--- config.mk ---
export PLATFORM = sky130hd
export DESIGN_NAME = uart_rx
export DESIGN_NICKNAME = d
export VERILOG_FILES = /design/src/rtl/uart_pkg.sv /design/src/rtl/uart_sync.sv /design/src/rtl/uart_rx.sv
export SDC_FILE = /design/constraint.sdc
export NUM_CORES = 1
export LEC_CHECK = 0
export BUFFER_PORTS_ARGS = -buffer_cell sky130_fd_sc_hd__buf_2
export CAP_MARGIN = 5
export CORE_MARGIN = 2
export CORE_UTILIZATION = 45
export DETAILED_ROUTE_END_ITERATION = 8
export HOLD_SLACK_MARGIN = 0.02
export PLACE_DENSITY = 0.74
export SLEW_MARGIN = 20
export SYNTH_ARGS = -nofsm -noshare
export SYNTH_HDL_FRONTEND = slang
export SYNTH_SLANG_ARGS = --single-unit
--- constraint.sdc ---
create_clock -name CLK -period 2.66 [get_ports CLK]
set_input_delay 0.266 -clock CLK [delete_from_list [all_inputs] [get_ports CLK]]
set_output_delay 0.266 -clock CLK [all_outputs]
set_load 0.03 [all_outputs]
--- src/rtl/uart_pkg.sv ---
// rtl/uart_pkg.sv - shared UART types and constants
package uart_pkg;

    localparam int UART_DATA_BITS = 8;

    // Prefixed so the DATA state cannot collide with the DATA output port.
    typedef enum logic [2:0] {
        ST_IDLE,
        ST_START,
        ST_DATA,
        ST_STOP,
        ST_BREAK
    } uart_rx_state_t;

endpackage

--- src/rtl/uart_sync.sv ---
// rtl/uart_sync.sv - multi-stage bit synchronizer, resets to line-idle high
module uart_sync #(
    parameter int STAGES = 2
) (
    input  logic clk,
    input  logic rst_n,
    input  logic d,
    output logic q
);

    logic [STAGES-1:0] sync_q;

    always_ff @(posedge clk or negedge rst_n) begin
        if (!rst_n) begin
            sync_q <= '1;
        end else begin
            sync_q <= {sync_q[STAGES-2:0], d};
        end
    end

    assign q = sync_q[STAGES-1];

endmodule

--- src/rtl/uart_rx.sv ---
// rtl/uart_rx.sv - 8N1 serial receiver with mid-bit sampling and valid/ready output
module uart_rx
    import uart_pkg::*;
#(
    parameter int BAUD_DIV    = 234,
    parameter int SYNC_STAGES = 2
) (
    input  logic                      CLK,
    input  logic                      RESET_n,
    input  logic                      RXD,
    output logic [UART_DATA_BITS-1:0] DATA,
    output logic                      VALID,
    input  logic                      READY,
    output logic                      FRAME_ERR,
    output logic                      OVERRUN,
    output logic                      BUSY
);

    localparam int TW = $clog2(BAUD_DIV);
    localparam int IW = $clog2(UART_DATA_BITS);
    localparam logic [TW-1:0] T_FULL   = TW'(BAUD_DIV - 1);
    localparam logic [TW-1:0] T_HALF   = TW'(BAUD_DIV / 2 - 1);
    localparam logic [IW-1:0] LAST_BIT = IW'(UART_DATA_BITS - 1);

    uart_rx_state_t            state, state_n;
    logic [TW-1:0]             timer, timer_val;
    logic [IW-1:0]             bit_idx;
    logic [UART_DATA_BITS-1:0] shift_reg;
    logic                      rxd_s;
    logic                      tick;
    logic                      timer_ld;
    logic                      shift_en;
    logic                      idx_clr;
    logic                      idx_inc;
    logic                      byte_done;
    logic                      stop_bad;

    uart_sync #(
        .STAGES(SYNC_STAGES)
    ) u_sync (
        .clk  (CLK),
        .rst_n(RESET_n),
        .d    (RXD),
        .q    (rxd_s)
    );

    assign tick = (timer == '0);
    assign BUSY = (state != ST_IDLE);

    always_ff @(posedge CLK or negedge RESET_n) begin
        if (!RESET_n) begin
            state <= ST_IDLE;
        end else begin
            state <= state_n;
        end
    end

    always_comb begin
        state_n   = state;
        timer_ld  = 1'b0;
        timer_val = '0;
        shift_en  = 1'b0;
        idx_clr   = 1'b0;
        idx_inc   = 1'b0;
        byte_done = 1'b0;
        stop_bad  = 1'b0;
        case (state)
            ST_IDLE: begin
                if (!rxd_s) begin
                    state_n   = ST_START;
                    timer_ld  = 1'b1;
                    timer_val = T_HALF;
                end
            end
            ST_START: begin
                if (tick) begin
                    timer_ld = 1'b1;
                    if (rxd_s) begin
                        state_n = ST_IDLE;
                    end else begin
                        state_n   = ST_DATA;
                        timer_val = T_FULL;
                        idx_clr   = 1'b1;
                    end
                end
            end
            ST_DATA: begin
                if (tick) begin
                    shift_en  = 1'b1;
                    timer_ld  = 1'b1;
                    timer_val = T_FULL;
                    if (bit_idx == LAST_BIT) begin
                        state_n = ST_STOP;
                    end else begin
                        idx_inc = 1'b1;
                    end
                end
            end
            ST_STOP: begin
                if (tick) begin
                    timer_ld = 1'b1;
                    if (rxd_s) begin
                        byte_done = 1'b1;
                        state_n   = ST_IDLE;
                    end else begin
                        stop_bad = 1'b1;
                        state_n  = ST_BREAK;
                    end
                end
            end
            ST_BREAK: begin
                // Hold here until the line returns high so a long low cannot look like a start bit.
                if (rxd_s) begin
                    state_n  = ST_IDLE;
                    timer_ld = 1'b1;
                end
            end
            default: begin
                state_n  = ST_IDLE;
                timer_ld = 1'b1;
            end
        endcase
    end

    always_ff @(posedge CLK or negedge RESET_n) begin
        if (!RESET_n) begin
            timer     <= '0;
            bit_idx   <= '0;
            shift_reg <= '0;
        end else begin
            if (timer_ld) begin
                timer <= timer_val;
            end else if (!tick) begin
                timer <= timer - 1'b1;
            end
            if (idx_clr) begin
                bit_idx <= '0;
            end else if (idx_inc) begin
                bit_idx <= bit_idx + 1'b1;
            end
            if (shift_en) begin
                shift_reg <= {rxd_s, shift_reg[UART_DATA_BITS-1:1]};
            end
        end
    end

    // A new byte always wins over a same-cycle consume, so VALID stays high.
    always_ff @(posedge CLK or negedge RESET_n) begin
        if (!RESET_n) begin
            DATA      <= '0;
            VALID     <= 1'b0;
            FRAME_ERR <= 1'b0;
            OVERRUN   <= 1'b0;
        end else begin
            FRAME_ERR <= stop_bad;
            OVERRUN   <= byte_done && VALID && !READY;
            if (byte_done) begin
                DATA  <= shift_reg;
                VALID <= 1'b1;
            end else if (VALID && READY) begin
                VALID <= 1'b0;
            end
        end
    end

endmodule

Word level (Yosys, flattened, before mapping). Index checks and enable logic that the tools add are counted.

Output and inout port bits: 12. Register bits: 35. Bits of input ports: 4. Word-level logic and storage cells: 67.

Reductions and logical operators: 11. Multiplexer cells: 33. $add $sub $neg: 2. Equality and inequality tests: 12.

Operators with widths (number): $mux W8 (5); $mux W3 (9); $pmux W8 S3 (1); $pmux W3 S5 (1); $mux W1 (14); $ne A2 B2 Y1 const B (5); $logic_not A8 Y1 (1); $sub A8 B1 Y8 const B (1); $mux W7 (1); $eq A3 B2 Y1 const B (2); $eq A3 B3 Y1 const B (2); $reduce_and A6 Y1 (1); $ne A2 B1 Y1 const B (2); $reduce_bool A2 Y1 (2); $add A3 B1 Y3 const B (1); $eq A3 B1 Y1 const B (1); $logic_and A1 B1 Y1 (3); $logic_not A3 Y1 (1); $pmux W1 S3 (1); $reduce_bool A3 Y1 (1); $reduce_or A3 Y1 (1); $mux W2 (1); $logic_not A1 Y1 (1).

Logic depth before layout (Yosys ltp). Gate-level depths: netlist of run 1.

Depth in word-level cells: 6. Mapped depth: 8. Depth with buffers taken out: 7.

Modules after synthesis. A second synthesis of run 1 with hierarchy kept.

Cell total of the unflattened synthesis: 147. Area total of the unflattened synthesis: 1731.7 um2.

By module, submodules not included: uart_rx (instances 1, cells each 145, area an instance 1679.1 um2, sequential area each 825.8 um2); uart_sync (instances 1, cells each 2, area an instance 52.6 um2, sequential area each 52.6 um2).

Least setup slack after synthesis of run 1. No wires, ideal clock.

Kind: reg2reg. Start point: register timer[0]. End point: register DATA[0]. Setup slack: 724 ps. Clock period less this slack: 1936 ps. Path buffers: 1. Setup time: 125 ps. Arrival: 1811 ps. Cell stages (with the launch flop): 8. Data required time: 2535 ps. Cell sequence: dfrtp_1 -> inv_1 -> ha_1 -> nor4b_4 -> and2_4 -> and3_4 -> buf_12 -> mux2_4.

Longest elaborated chain between the ends: 3.

Ends and longest elaborated chain: start: declaration (RTL line uart_rx.sv:26) `logic [TW-1:0] timer, timer_val;`; start signal: assignment (RTL line uart_rx.sv:132) `timer <= timer_val;`; start signal: assignment (RTL line uart_rx.sv:134) `timer <= timer - 1'b1;`; $logic_not A8 Y1 (RTL line uart_rx.sv:47) `assign tick = (timer == '0);`; $mux W1 (RTL line uart_rx.sv:100) `if (tick) begin`; $mux W1 (RTL line uart_rx.sv:67) `case (state)`; end signal: assignment (RTL line uart_rx.sv:158) `DATA <= shift_reg;`; end: declaration (RTL line uart_rx.sv:11) `output logic [UART_DATA_BITS-1:0] DATA,`.

No other way between the ends. A chain may end at the register's enable or synchronous reset.

Worst setup path after layout of run 1.
Start point: register timer[1]. End point: register DATA[4].

The elaborated chain is that of the path after synthesis.

==> run metrics, run 1 <==
most frequent cells in the layout=dfrtp_1, nor2_1, buf_2, nand2_1, a21oi_1; wire length of the first global-routing pass=roughly 5400 um; grt total ovfl=0; floorplan row count=22; WL per Instance=14.42 um; Vias/cell=between 5 and 6; vias=1178; die height=between 60 and 70 um; placed instance count=~210; final hold violation count=0; Final setup viols=0; area of the mapped netlist=approximately 1700 sq um; syn avg cell area=11.57 sq um; syn nets=155; max frequency=456.3 MHz; Final Skew=~6.4 ps; TritonRoute pass-1 iters=4; CTS H-tree depth=2; clk sink count=35; post-CTS sizing=0; max cap viols=0; cells after synthesis=about 150; Peak supply drop=approximately 0.32 mV; Tcrit/Tclk final=82.39%; Die Outline Area=about 4300 sq um; Port-buffer cells=15; clk slew on worst S/H paths=approximately 70 ps; Final WS setup=468.3 ps; Distinct cells, synth=43; Iter 0 DRT Violations=60; ANT nets after route=0; HPWL after DPL=2100 um; CTS buffer count=5; root buffer cell=clkbuf_8; pin count of the biggest net entering global routing=36; number of antenna diodes=0; Clock Latency Late Sink=280 ps; CTS tree=built; Leakage=0.0009254 uW; final slew viol count=0; final wirelength=3086 um; Async SR Flop Fraction=100.0%; sequential-to-total area share from yosys stat=roughly half; most common cell after layout, fill and taps aside=dfrtp_1; Setup TNS Final=0 ps; status=completed; crit path capture type=register; critical path arrival=2350 ps; Req. time, crit path=2820 ps; initial antenna violation count=0; Power Density=504.6 nW/um^2; Seq cells post-synth=35; Hold Crit Class=in -> async; Seq. cell area=a little under 900 sq um; # IOs=16; P&R area growth vs syn=11.25%; Ys Warns=0; Post-synth EDFFs=0; Residual DRC=0; RSZ-0062 raised after global routing=false; setup bufs post-CTS=0; core area=3661 sq um; final net count=about 170; crit path kind=reg -> reg; area of the multi-input gates=773.2 sq um; clk buf depth=2; Crit Path Max Fanout=13; Rel. slew slack=50.17%; prevailing post-synth register cell=dfrtp_1; Initial Utilization=a little under half; # hold bufs at CTS=0; gpl congestion=0.9072; die width=65.70 um; Non-Filler Instances=approximately 210; Tmin final=about 2200 ps; Filler cells=309; Global Route Usage Sum=approximately 17%; post-place setup slack=515.0 ps; layout cell share with drive strength beyond 1=a little under a third; crit path launch type=register; number of global-route vias before repair=1161; worst-margin pin slew=around 750 ps
critical path, stage by stage (launching register included):
cell	delay, ps
dfrtp_1	430
inv_1	80
ha_1	230
nor4b_4	390
and2_4	300
and3_4	330
mux2_4	320
cells in the mapped netlist, types with 2 or more instances:
cell      count  area (sq um)
dfrtp_1      33         825.8
nor2_1       17         63.81
a21oi_1      11         55.05
nand2_1      11         41.29
mux2_2       10         112.6
mux2_4        8         120.1
o21ai_0       6         30.03
inv_1         5         18.77
clkbuf_1      3         11.26
ha_1          3         37.54
nor3_1        3         15.01
xnor2_1       3         26.28
dfstp_2       2         52.55
mux2i_1       2         20.02
nor2b_1       2         12.51
nor4_1        2         12.51
final timing paths:
| kind | from | to | slack (ps) | cells after the start |
|---|---|---|---|---|
| worst max-delay path | timer[1] | DATA[4] | 470 | 6 |
| worst min-delay path | RESET_n | DATA[2] | 50 | 1 |
| worst max register to register | timer[1] | DATA[4] | 470 | 6 |
| worst min register to register | u_sync.sync_q[0] | u_sync.sync_q[1] | 360 | 0 |
| max in group asynchronous | RESET_n | timer[0] | 2130 | 1 |
| min in group CLK | RXD | u_sync.sync_q[0] | 90 | 1 |
logic make-up (layout without fill, tap and decap cells):
family,after synthesis,count (layout),share of synthesized area [%]
simple gates,49,49,16.51
flops,35,35,51.28
compound gates,26,26,8.986
mux,20,20,14.76
buf+inv,10,28,3.579
fa+ha+maj,4,4,2.849
xor+xnor,4,4,2.046
cell type report:
type	count	share of cell area, %
well taps	48	3.152
multi-input cells	103	40.58
inverters	5	0.9849
repair buffers	15	3.940
flip-flops and latches	35	46.09
clock buffers	8	5.253
report_power, final:
part	total (uW)	switching, uW	leakage (uW)	internal (uW)
combinational	14.3	11.5	0.000405	2.72
clock	409	173	0.0000515	236
sequential	539	3.41	0.000468	535
metal layers:
layer / vias up / GRT usage, % / share of wire (%)
met5: - / 0 / 0
met4: 0 / 8.594 / 1.7
met3: 7 / 3.425 / 3.2
met2: 28 / 26.39 / 49
met1: 589 / 21.88 / 46
li1: 554 / - / -
stage by stage:
stage | hold slack [ps] | power (uW) | utilization, % | instance area (sq um)
final | 51.85 | 961.6 | 52.05 | 1906
after global routing | 76.74 | 1002 | 52.05 | 1906
after CTS | 77.18 | 975.3 | 52.05 | 1906
after detailed placement | 349.8 | 563.3 | 49.32 | 1805
after global placement | 345.8 | 562.6 | 49.32 | 1805
after floorplan | -29.59 | 550.1 | - | 1713
Note: power is estimated with default switching activity, not from simulation.
==> inputs of run 2 (changes only) <==
--- a/config.mk
+++ b/config.mk
@@ -5,13 +5,14 @@
 export SDC_FILE = /design/constraint.sdc
 export NUM_CORES = 1
 export LEC_CHECK = 0
+export ABC_AREA = 1
 export BUFFER_PORTS_ARGS = -buffer_cell sky130_fd_sc_hd__buf_2
 export CAP_MARGIN = 5
 export CORE_MARGIN = 2
 export CORE_UTILIZATION = 45
 export DETAILED_ROUTE_END_ITERATION = 8
 export HOLD_SLACK_MARGIN = 0.02
-export PLACE_DENSITY = 0.74
+export PLACE_DENSITY = 0.77
 export SLEW_MARGIN = 20
 export SYNTH_ARGS = -nofsm -noshare
 export SYNTH_HDL_FRONTEND = slang
==> constraint.sdc (replaced) <==
create_clock -name CLK -period 1.9 [get_ports CLK]
set_input_delay 0.19 -clock CLK [delete_from_list [all_inputs] [get_ports CLK]]
set_output_delay 0.19 -clock CLK [all_outputs]
set_load 0.03 [all_outputs]
==> run 2 against run 1 <==
  * Worst setup slack lost 230 ps
  * Largest power group unchanged
  * Critical path depth grew 1
  * Wire length grew 1.5%
==> run metrics, run 2 <==
final slew viol count=0 (unchanged); clk sink count=35 (unchanged); Final setup viols=0 (unchanged); HPWL after DPL=2331 um (+11%); dominant cell by count in the synthesized netlist=nand2_1; # IOs=16 (unchanged); Overall Power=1293 uW (+34%); syn avg cell area=8.665 sq um (-25%); max cap viols=0 (unchanged); number of antenna diodes=0 (unchanged); prevailing post-synth register cell=dfrtp_1; Port-buffer cells=15 (unchanged); Clock Latency Late Sink=280 ps (about the same); root buffer cell=clkbuf_8; Leakage=0.0009548 uW (+3.2%); TritonRoute pass-1 iters=4 (unchanged); Crit Path Max Fanout=16 (+3); GR peak layer=met2; worst-margin pin slew=731.5 ps (-15.92 ps); syn nets=207 (+34%); floorplan row count=22 (unchanged); number of global-route vias before repair=1253 (+7.9%); worst stage delay on the critical path=390 ps (-40 ps); CTS H-tree depth=2 (unchanged); final net count=228 (+33%); crit path kind=reg -> reg; WL per Instance=11.60 um (-20%); final hold violation count=0 (unchanged); die height=66.06 um (+0.55%); clk slew on worst S/H paths=70 ps (about the same); M2 GR Usage=27.27% (+0.88 points); layout cell share with drive strength beyond 1=18.92% (-12 points); CTS buffer count=5 (unchanged); CP bufs+invs=1 (unchanged); Final Cell Area=1942 sq um (+1.9%); gpl congestion=0.8704 (-4.1%); core area=3689 sq um (+0.75%); Initial Utilization=46.98% (+0.19 points); sequential-to-total area share from yosys stat=50.69% (-0.59 points); Setup TNS Final=0 ps (unchanged); P&R area growth vs syn=12.06%; Vias/cell=4.963 (-9.8%); die width=66.06 um (+0.55%); Post-synth top cells=nand2_1, dfrtp_1, inv_1; met1 Use GR=21.13% (-0.75 points); met3 usage=2.555% (-0.87 points); crit path capture type=register; grt total ovfl=0 (unchanged); cell taking the most area after synthesis=dfrtp_1; Hold Crit Class=in -> reg; area share of the leading cell type in the synthesized netlist=47.65% (-0.56 points); hold slack=93.28 ps (+41.43 ps); Async SR Flop Fraction=100.0% (unchanged); critical-path cell list=inv_1 > ha_1 > nand2_4 > nor2_8 > nand2_2 > nand2_1 > o21ai_1; clk buf depth=2 (unchanged); Final WS setup=237.0 ps (-231.4 ps); Worst path slowest cell=dfrtp_1; Final Skew=5.565 ps (-0.8368 ps); status=completed; Distinct cells, synth=26 (-40%); area of the mapped netlist=1733 sq um (+1.2%); crit path launch type=register; max frequency=601.3 MHz (+32%); setup bufs post-CTS=0 (unchanged); pin count of the biggest net entering global routing=36 (unchanged); RSZ-0062 raised after global routing=false; placed instance area=1837 sq um (+1.7%); final wirelength=3131 um (+1.5%); CTS tree=built; Peak supply drop=0.4321 mV (+34%); vias=1340 (+14%); most frequent cells in the layout=nand2_1, dfrtp_1, inv_1, o21ai_1; ANT nets after route=0 (unchanged); initial antenna violation count=0 (unchanged); Req. time, crit path=2060 ps (-760 ps); Seq cells post-synth=35 (unchanged); Global Route Usage Sum=16.56% (-0.23 points); cells after synthesis=200 (+35%); wire length of the first global-routing pass=5444 um (+0.78%); post-place setup slack=231.6 ps (-283.3 ps); Power Density=665.9 nW/um^2 (+32%); critical path arrival=1830 ps (-520 ps); Post-synth EDFFs=0 (unchanged); most common cell after layout, fill and taps aside=nand2_1; Die Outline Area=4363 sq um (+1.1%); ranking of synthesized cells by area=dfrtp_1, nand2_1, o21ai_1; Iter 0 DRT Violations=88 (+47%); Rel. slew slack=51.23% (+1.1 points); Ys Warns=0 (unchanged); Tcrit/Tclk final=87.53% (+5.1 points); Top delay family on crit path=simple AND/OR/NAND/NOR gates; Residual DRC=0 (unchanged); Tmin final=1663 ps (-528.6 ps)
run 2: cell count changes after synthesis, sizes merged, moves of 3 or more:
cell    before  now
clkbuf       3    0
nand3        2   19
inv          5   28
nand4        1    4
a21oi       11    8
o21ai        6   22
nand2       11   52
mux2        18    0
run 2: what timing repair did:
action,4_1_cts,5_1_grt
hold buffers,2,0
endpoints found under the hold margin,34,0
resized for setup,0,0
run 2: final timing paths:
| kind | startpoint | endpoint | slack, ps | cells after the start |
|---|---|---|---|---|
| min in group asynchronous | RESET_n | bit_idx[2] | 510 | 2 |
| max | timer[0] | shift_reg[2] | 240 | 7 |
| max in group asynchronous | RESET_n | DATA[1] | 930 | 2 |
| min | READY | OVERRUN | 90 | 2 |
| min reg2reg | u_sync.sync_q[0] | u_sync.sync_q[1] | 370 | 0 |
| max reg2reg | timer[0] | shift_reg[2] | 240 | 7 |
run 2: power by group:
| group | total (uW) | switching [uW] | internal (uW) |
|---|---|---|---|
| clock | 516 | 260 | 256 |
| combinational | 25.3 | 19.1 | 6.27 |
| sequential | 752 | 3.39 | 749 |
run 2: cells by family (layout without fill, tap and decap cells):
logic type      Yosys count  count (layout)  share of synthesized area [%]
simple gates             97              97                          28.59
fa+ha+maj                 3               3                          2.166
flops                    35              35                          50.69
buf+inv                  31              53                          7.869
compound gates           30              30                          8.664
xor+xnor                  4               4                          2.022
run 2: worst register-to-register path, delay by kind of cell, from the launching register on:
family	cells	cell delay (ps)
AOI/OAI and AO/OA	1	70
adders and majority gates	1	290
buffers and inverters	1	80
DFF	1	390
and+or+nand+nor	4	730
run 2: per-stage QoR:
stage	std cells	utilization [%]
2_1_floorplan	200	-
3_3_place_gp	260	49.80
3_5_place_dp	260	49.80
4_1_cts	270	52.65
5_1_grt	270	52.65
6_report	270	52.65
run 2: per-layer routing:
metal	up-vias	share of wire [%]	wire, um
met4	0	2.2	70
met2	27	48	1497
li1	682	-	-
met3	7	3.4	107
met1	624	47	1456
met5	-	0	0
run 2: cell type report:
type / count / area, sq um
clock inverters: 2 / 12.51
fillers: 362 / 1747
inverters: 28 / 105.1
repair buffers: 17 / 95.09
multi-input cells: 134 / 718.2
clock buffers: 6 / 72.57
well taps: 48 / 60.06
flip-flops and latches: 35 / 878.3
==> inputs of run 3 (changes only) <==
--- a/config.mk
+++ b/config.mk
@@ -16,4 +16,5 @@
 export SLEW_MARGIN = 20
 export SYNTH_ARGS = -nofsm -noshare
 export SYNTH_HDL_FRONTEND = slang
+export SYNTH_HIERARCHICAL = 1
 export SYNTH_SLANG_ARGS = --single-unit
==> run 3 against run 2 <==
  * Critical path depth stayed put
  * Fmax is 1.3% higher
  * Clock skew is 4.1 ps higher
  * Global-route usage is 0.47 points lower
  * Critical endpoint is now DATA[6]
  * Combinational power hardly changed
  * Clock power is 4.1% higher
  * Die area is 1.6% higher
==> run metrics, run 3 <==
cells after synthesis=197 (-1.5%); Setup TNS Final=0 ps (unchanged); RR Endpoint=DATA[6]; Internal Power=1009 uW (-0.18%); core area=3716 sq um (+0.75%); area of the mapped netlist=1762 sq um (+1.7%); Final Skew=9.617 ps (+4.052 ps); final net count=226 (-0.88%); clk slew on worst S/H paths=80 ps (about the same); syn nets=204 (-1.4%); Clock Latency Late Sink=290 ps (about the same); Worst Hold End=OVERRUN; RSZ-0062 raised after global routing=false; HPWL after DPL=2297 um (-1.5%); Gate power share=1.9% (about the same); setup bufs post-CTS=0 (unchanged); Residual DRC=0 (unchanged); Port-buffer cells=15 (unchanged); min-delay src=READY; clk buf depth=2 (unchanged); wire length of the first global-routing pass=5271 um (-3.2%); Seq cells post-synth=35 (unchanged); crit path kind=reg -> reg; Sw Pwr=304.5 uW (+7.9%); critical path arrival=1820 ps (about the same); final wirelength=3039 um (-2.9%); grt total ovfl=0 (unchanged); vias=1287 (-4.0%); gpl congestion=0.7969 (-8.4%); Vias/cell=4.802 (-3.2%); syn avg cell area=8.943 sq um (+3.2%); post-place setup slack=241.2 ps (+9.574 ps); R2R depth=7 (unchanged); Req. time, crit path=2080 ps (+20 ps); Peak supply drop=0.3907 mV (-9.6%); prevailing post-synth register cell=dfrtp_1; Cells on Worst Hold Path=2 (unchanged); cell taking the most area after synthesis=dfrtp_1; final hold violation count=0 (unchanged); CTS tree=built; clk sink count=35 (unchanged); Initial Utilization=47.41% (+0.43 points); ANT nets after route=0 (unchanged); Sw Ratio=23.18% (+1.4 points); Final WS setup=257.5 ps (+20.56 ps); sequential-to-total area share from yosys stat=49.86% (-0.83 points); max frequency=608.8 MHz (+1.3%); RR Startpoint=timer[0]; most frequent cells in the layout=nand2_1, dfrtp_1, inv_1, o21ai_2, buf_2; status=completed; WL per Instance=11.34 um (-2.2%); Leakage=0.0009812 uW (+2.8%); crit path capture type=register; layout cell share with drive strength beyond 1=27.27% (+8.4 points); die height=66.57 um (+0.78%); Crit Path Max Fanout=17 (+1); dominant cell by count in the synthesized netlist=nand2_1; max cap viols=0 (unchanged); FF-to-FF setup slack=260 ps (+20 ps); Iter 0 DRT Violations=84 (-4.5%); CTS H-tree depth=2 (unchanged); Rel. slew slack=50.16% (-1.1 points); Tmin final=1642 ps (-20.56 ps); Final setup viols=0 (unchanged); number of antenna diodes=0 (unchanged); Worst Setup SP=timer[0]; pin count of the biggest net entering global routing=36 (unchanged); root buffer cell=clkbuf_8; Hold Crit Class=in -> reg; Tcrit/Tclk final=86.45% (-1.1 points); Distinct cells, synth=24 (-7.7%); P&R area growth vs syn=12.57%; clock share of power=40.9% (+1.0 points); final slew viol count=0 (unchanged); initial antenna violation count=0 (unchanged); most common cell after layout, fill and taps aside=nand2_1; worst-margin pin slew=747.7 ps (+16.14 ps); floorplan row count=22 (unchanged); Filler cells=343 (-5.2%); Die Outline Area=4432 sq um (+1.6%); Post-synth top cells=nand2_1, dfrtp_1, inv_1; Power Density=662.4 nW/um^2 (-0.53%); Post-synth EDFFs=0 (unchanged); Async SR Flop Fraction=100.0% (unchanged); Global Route Usage Sum=16.09% (-0.47 points); Seq pwr share=57.2% (-1.0 points); TritonRoute pass-1 iters=5 (+1); Ys Warns=6 (+6); area share of the leading cell type in the synthesized netlist=46.88% (-0.78 points); CTS buffer count=5 (unchanged); crit path launch type=register; ranking of synthesized cells by area=dfrtp_1, nand2_1, o21ai_2; # IOs=16 (unchanged); number of global-route vias before repair=1138 (-9.2%); die width=66.57 um (+0.78%)
-- run 3: changes by cell type after synthesis, sizes merged, moves of 2 or more --
cell	previous run	this run
nand3	19	16
nand4	4	1
o21ai	22	24
nand2	52	54
-- run 3: cell families (layout without fill, tap and decap cells) --
group | after synthesis | in the layout | synth area share, %
flip-flops | 35 | 35 | 49.86
XOR/XNOR | 4 | 4 | 1.989
AND/OR/NAND/NOR | 91 | 91 | 25.21
AO/OA/AOI/OAI | 33 | 33 | 13.35
adder cells (fa/ha/maj) | 3 | 3 | 2.131
buffers and inverters | 31 | 54 | 7.457
-- run 3: how the worst max path moves through the flow --
stage	endpoint	depth (start not counted)
5_1_grt	DATA[4]	7
2_1_floorplan	DATA[7]	8
6_report	DATA[6]	7
3_5_place_dp	DATA[6]	7
4_1_cts	DATA[6]	7
3_3_place_gp	DATA[0]	7
-- run 3: metal layers --
metal / vias to the layer above / share of wire (%) / global-route usage (%) / routed length, um
li1: 667 / - / - / -
met1: 589 / 51 / 23.76 / 1546
met2: 28 / 44 / 22.63 / 1343
met3: 3 / 3.9 / 4.561 / 118
met4: 0 / 0.99 / 5.357 / 30
met5: - / 0 / 0 / 0
-- run 3: power groups by stage --
| stage | logic [uW] | registers, uW | clock network, uW |
|---|---|---|---|
| 2_1_floorplan | 4.37 | 765 | 0 |
| 3_3_place_gp | 23.7 | 765 | 0 |
| 3_5_place_dp | 23.6 | 765 | 0 |
| 4_1_cts | 26.6 | 751 | 549 |
| 5_1_grt | 30.6 | 751 | 579 |
| 6_report | 25.2 | 751 | 537 |
-- run 3: repair_timing --
action,in CTS,in global routing
resized for setup,0,0
setup endpoints to repair,0,0
hold buffers,2,0
endpoints found under the hold margin,34,0
-- run 3: metrics by stage --
stage / instance area [sq um] / util [%] / hold slack (ps) / instances / total power [uW]
4_1_cts: 1983 / 53.37 / 89.52 / 268 / 1326
3_5_place_dp: 1874 / 50.44 / 296.4 / 258 / 789.0
2_1_floorplan: 1762 / - / -105.6 / 197 / 769.4
6_report: 1983 / 53.37 / 86.19 / 268 / 1314
3_3_place_gp: 1874 / 50.44 / 297.2 / 258 / 789.0
5_1_grt: 1983 / 53.37 / 79.00 / 268 / 1361
-- run 3: worst max-delay path: stages (launching register included) --
cell and delay [ps]:
dfrtp_1 360, inv_1 100, ha_1 270, nand2_2 140, nor2_8 220, nand3_4 250, nand2_1 140, o21ai_2 60
-- run 3: layout make-up --
class                           count  area [sq um]  area share (%)
Timing Repair Buffer               17         95.09           4.795
Inverter                           29         108.9           5.489
Clock inverter                      3         20.02           1.009
Tap cell                           48         60.06           3.028
Clock buffer                        5         68.82           3.470
Multi-Input combinational cell    131         752.0           37.92
Sequential cell                    35         878.3           44.29
